### src/rtl/seq_detect_pkg.sv
// Shared constants and helpers for the parameterised serial pattern detector.
package seq_detect_pkg;

    localparam int unsigned PAT_W_MIN = 2;
    localparam int unsigned PAT_W_MAX = 16;
    localparam logic [4:0]  PAT_RST_DEFAULT = 5'b10011;

    // Width needed to count 0..pat_w inclusive.
    function automatic int unsigned fill_width(input int unsigned pat_w);
        return $clog2(pat_w + 1);
    endfunction

endpackage

### src/rtl/seq_match_cnt.sv
// Saturating match counter; a hit on the same edge as a clear leaves the count at 1.
module seq_match_cnt #(
    parameter int unsigned CNT_W = 8
) (
    input  logic             clk,
    input  logic             rst,
    input  logic             hit,
    input  logic             clr,
    output logic [CNT_W-1:0] count
);

    always_ff @(posedge clk or negedge rst) begin
        if (!rst) begin
            count <= '0;
        end else if (hit) begin
            if (clr) begin
                count <= CNT_W'(1);
            end else if (count != '1) begin
                count <= count + 1'b1;
            end
        end else if (clr) begin
            count <= '0;
        end
    end

endmodule

### src/rtl/seq_detect_param.sv
// Serial pattern detector with loadable pattern and optional overlap.
// Match counter is built only when SEQ_DETECT_CNT_EN is defined.
module seq_detect_param
    import seq_detect_pkg::*;
#(
    parameter int unsigned      PAT_W   = 5,
    parameter logic [PAT_W-1:0] PAT_RST = PAT_RST_DEFAULT,
    parameter bit               OVERLAP = 1'b1,
    parameter int unsigned      CNT_W   = 8
) (
    input  logic             clk,
    input  logic             rst,
    input  logic             in_valid,
    input  logic             inp,
    input  logic             pat_load,
    input  logic [PAT_W-1:0] pat_in,
    input  logic             cnt_clr,
    output logic             outp,
    output logic [PAT_W-1:0] stack,
    output logic             primed,
    output logic [CNT_W-1:0] match_cnt
);

    localparam int unsigned      FILL_W    = fill_width(PAT_W);
    localparam logic [FILL_W-1:0] FILL_FULL = FILL_W'(PAT_W);

    logic [PAT_W-1:0]  pattern;
    logic [PAT_W-1:0]  stack_next;
    logic [FILL_W-1:0] fill;
    logic [FILL_W-1:0] fill_next;
    logic              match;

    // A load on the same edge suppresses both the shift and any match.
    always_comb begin
        stack_next = {stack[PAT_W-2:0], inp};
        fill_next  = (fill == FILL_FULL) ? fill : fill + 1'b1;
        match      = in_valid && !pat_load && (fill_next == FILL_FULL) && (stack_next == pattern);
    end

    always_ff @(posedge clk or negedge rst) begin
        if (!rst) begin
            stack   <= '0;
            fill    <= '0;
            pattern <= PAT_RST;
            outp    <= 1'b0;
        end else begin
            outp <= match;
            if (pat_load) begin
                pattern <= pat_in;
                fill    <= '0;
            end else if (in_valid) begin
                stack <= stack_next;
                fill  <= (match && !OVERLAP) ? '0 : fill_next;
            end
        end
    end

    assign primed = (fill == FILL_FULL);

`ifdef SEQ_DETECT_CNT_EN
    seq_match_cnt #(
        .CNT_W(CNT_W)
    ) u_cnt (
        .clk  (clk),
        .rst  (rst),
        .hit  (match),
        .clr  (cnt_clr),
        .count(match_cnt)
    );
`else
    logic cnt_clr_unused;
    assign cnt_clr_unused = cnt_clr;
    assign match_cnt      = '0;
`endif

endmodule

### config.mk
export PLATFORM = sky130hd
export DESIGN_NAME = seq_detect_param
export DESIGN_NICKNAME = d
export VERILOG_FILES = /design/src/rtl/seq_detect_pkg.sv /design/src/rtl/seq_match_cnt.sv /design/src/rtl/seq_detect_param.sv
export SDC_FILE = /design/constraint.sdc
export NUM_CORES = 1
export LEC_CHECK = 0
export ABC_CLOCK_PERIOD_IN_PS = 2170
export BUFFER_PORTS_ARGS = -buffer_cell sky130_fd_sc_hd__buf_4
export CAP_MARGIN = 30
export CORE_MARGIN = 4
export CORE_UTILIZATION = 35
export CTS_CLUSTER_SIZE = 20
export DETAILED_ROUTE_END_ITERATION = 6
export PLACE_DENSITY = 0.58
export RECOVER_POWER = 50
export SETUP_SLACK_MARGIN = 0.3
export SLEW_MARGIN = 20
export SYNTH_ARGS = -nofsm -noshare
export SYNTH_HDL_FRONTEND = slang
export SYNTH_SLANG_ARGS = --single-unit
### constraint.sdc
create_clock -name clk -period 2.17 [get_ports clk]
set_input_delay 0.1085 -clock clk [delete_from_list [all_inputs] [get_ports clk]]
set_output_delay 0.1085 -clock clk [all_outputs]
set_load 0.02 [all_outputs]
==> flow_summary.json <==
{
  "most-common-layout-cells": "buf_4, dfrtp_1, conb_1",
  "dp.cells": 96,
  "first_pass_iters": 2,
  "crit_fanout": 3,
  "yosysTopAreaCellShare_pct": 37.10,
  "grt_max_degree": 15,
  "p_leak_nw": 0.4183,
  "multi_input_area_um2": 327.8,
  "cts.sinks": 14,
  "post_cts_buffers": 0,
  "antenna_found_initial": 0,
  "hold_class": "in2reg",
  "clockBufferDepth": 2,
  "synth_area_um2": 742.0,
  "n_antenna_cell": 0,
  "vias": 438,
  "grt_remaining_overflow": 0,
  "die_height_um": 54.04,
  "grt_pass1_vias": 410,
  "start_util_pct": 37.44,
  "seqCellArea_um2": 354.1,
  "vdd_drop_max_mv": 0.3735,
  "max_slew_margin_pct": 51.54,
  "rsz0062_at_grt": "no",
  "final-max-slew-violation-count": 0,
  "cts.clk_slew.worst_paths_ps": 90,
  "status": "finished, final reports clean",
  "drc_errors": 0,
  "nNetsFinal": 88,
  "fin_crit_sh_pct": 61.08,
  "startpoint_type": "register",
  "ys_types": 22,
  "postSynthCellCount": 56,
  "finClkSkew_ps": 3.519,
  "io_pins": 26,
  "synth_area_per_cell_um2": 13.25,
  "crit_required_ps": 2060,
  "num-fill-cells": 194,
  "finalSetupViolations": 0,
  "max_freq_ghz": 0.7545,
  "cp.arrival_ps": 1220,
  "hold_viol": 0,
  "cts_buffers": 3,
  "ant_nets": 0,
  "cts_max_level": 1,
  "clock_latency_ps": 280,
  "mostFrequentLayoutCell": "buf_4",
  "routed_wl_um": 1189,
  "rows": 16,
  "end_kind": "primary output",
  "drt-wirelength-per-cell_um": 11.77,
  "min_period_ps": 1325,
  "min_from": "pat_in[2]",
  "ys_seq_area_share_pct": 47.72,
  "cap_violations": 0,
  "cellPowerDensity_mw_per_mm2": 871.2,
  "area_delta_synth_final_pct": 18.89,
  "synth.area.top_cells": "dfrtp_1, dfstp_2, mux2_4, buf_4, mux2_2",
  "r2r_start": "fill[1]$_DFFE_PN0P_",
  "cts_root_buf": "clkbuf_4",
  "tns_ps": 0,
  "critPathKind": "reg2out",
  "fp.coreArea_mm2": 0.001982,
  "worst_slack_ps": 844.5,
  "fin_cells": 101,
  "dpl_worst_slack_ps": 988.2,
  "drive_gt1_share_pct": 43.24,
  "die-area_mm2": 0.002920,
  "die_w_um": 54.04,
  "tightest_slew_ps": 726.9,
  "first_iter_violations": 4,
  "dp_hpwl_um": 901.9,
  "fin_util_pct": 44.51,
  "viasPerCell": 4.337,
  "synth.largest_area_cell": "dfrtp_1",
  "crit_start": "fill[1]$_DFFE_PN0P_",
  "cts_tree": "built",
  "grt_pass1_wl_um": 1821,
  "synth-seq-cells": 14,
  "gp_congestion": 0.6027,
  "port_buffers": 16,
  "track_usage_pct": 9.065,
  "ys.warnings.count": 0
}
[metal layers]
metal / share of wire [%] / track usage, %
met2: 49 / 12.90
met1: 43 / 11.60
met5: 0 / 0
met3: 8.5 / 2.770
met4: 0 / 6.224
[state kept, by name, indices dropped and copies added (netlist names)]
| signal | cells |
|---|---|
| stack | 5 |
| outp | 1 |
| pattern | 5 |
| fill | 3 |
[cells in the mapped netlist]
| cell type | instances |
|---|---|
| and4b_1 | 1 |
| dfrtp_1 | 11 |
| dfstp_2 | 3 |
| a21boi_2 | 1 |
| mux2_4 | 5 |
| a211oi_1 | 1 |
| nand2b_4 | 1 |
| inv_1 | 1 |
| nand2_1 | 1 |
| and2_1 | 1 |
| xor2_1 | 1 |
| buf_6 | 2 |
| conb_1 | 1 |
| a21oi_1 | 1 |
| nor4_2 | 1 |
| mux2_2 | 5 |
| buf_4 | 8 |
| xnor2_1 | 5 |
| nand4_1 | 1 |
| nor2_1 | 2 |
| nor3_1 | 1 |
| ha_1 | 2 |
[per-stage QoR]
stage | power [mW] | hold slack, ps | instance area [um^2]
after floorplan | 0.5172 | -187.1 | 768.2
after global placement | 0.5871 | -31.88 | 839.6
after detailed placement | 0.5918 | -30.87 | 839.6
after CTS | 0.7857 | 44.93 | 885.9
after global routing | 0.8118 | 32.80 | 882.1
final | 0.7685 | 56.14 | 882.1
[worst max-delay path, stage by stage, from the launching register on]
cell	delay, ps
dfrtp_1	380
inv_1	70
ha_1	210
and2_1	140
buf_4	150
[logic make-up (layout without fill, tap and decap cells)]
logic type | Yosys count | after routing | share of synthesized area [%]
flops | 14 | 14 | 47.72
xor+xnor | 6 | 6 | 7.083
mux | 10 | 10 | 17.71
fa+ha+maj | 2 | 2 | 3.372
compound gates | 3 | 3 | 3.204
simple gates | 9 | 9 | 8.769
buf+inv | 11 | 22 | 11.64
other cells | 1 | 8 | 0.5054
[layout make-up]
| class | count | share of cell area [%] |
|---|---|---|
| Inverter | 1 | 0.4255 |
| Clock buffer | 4 | 4.113 |
| Timing Repair Buffer | 17 | 14.33 |
| Tap cell | 27 | 3.830 |
| Sequential cell | 14 | 40.14 |
| Multi-Input combinational cell | 38 | 37.16 |
[final timing paths]
| check | end | slack, ps | depth (start not counted) |
|---|---|---|---|
| max | primed | 840 | 4 |
| min | pattern[2]$_DFFE_PN0P_ | 60 | 2 |
| max reg2reg | fill[1]$_DFFE_PN0P_ | 990 | 5 |
| min reg2reg | stack[4]$_DFFE_PN0P_ | 520 | 1 |
| max in group asynchronous | fill[0]$_DFFE_PN0P_ | 1330 | 2 |
| min in group asynchronous | pattern[2]$_DFFE_PN0P_ | 380 | 2 |
[where the power goes]
group          internal, mW  switching [mW]
combinational         0.126           0.104
clock                 0.102          0.0851
sequential            0.307          0.0435
total                 0.536           0.233
[timing repair]
item                      CTS  global route
resized for setup           0             0
hold buffers                1             0
hold endpoints to repair   14             0
No activity file was read; power rests on OpenSTA's default activity.
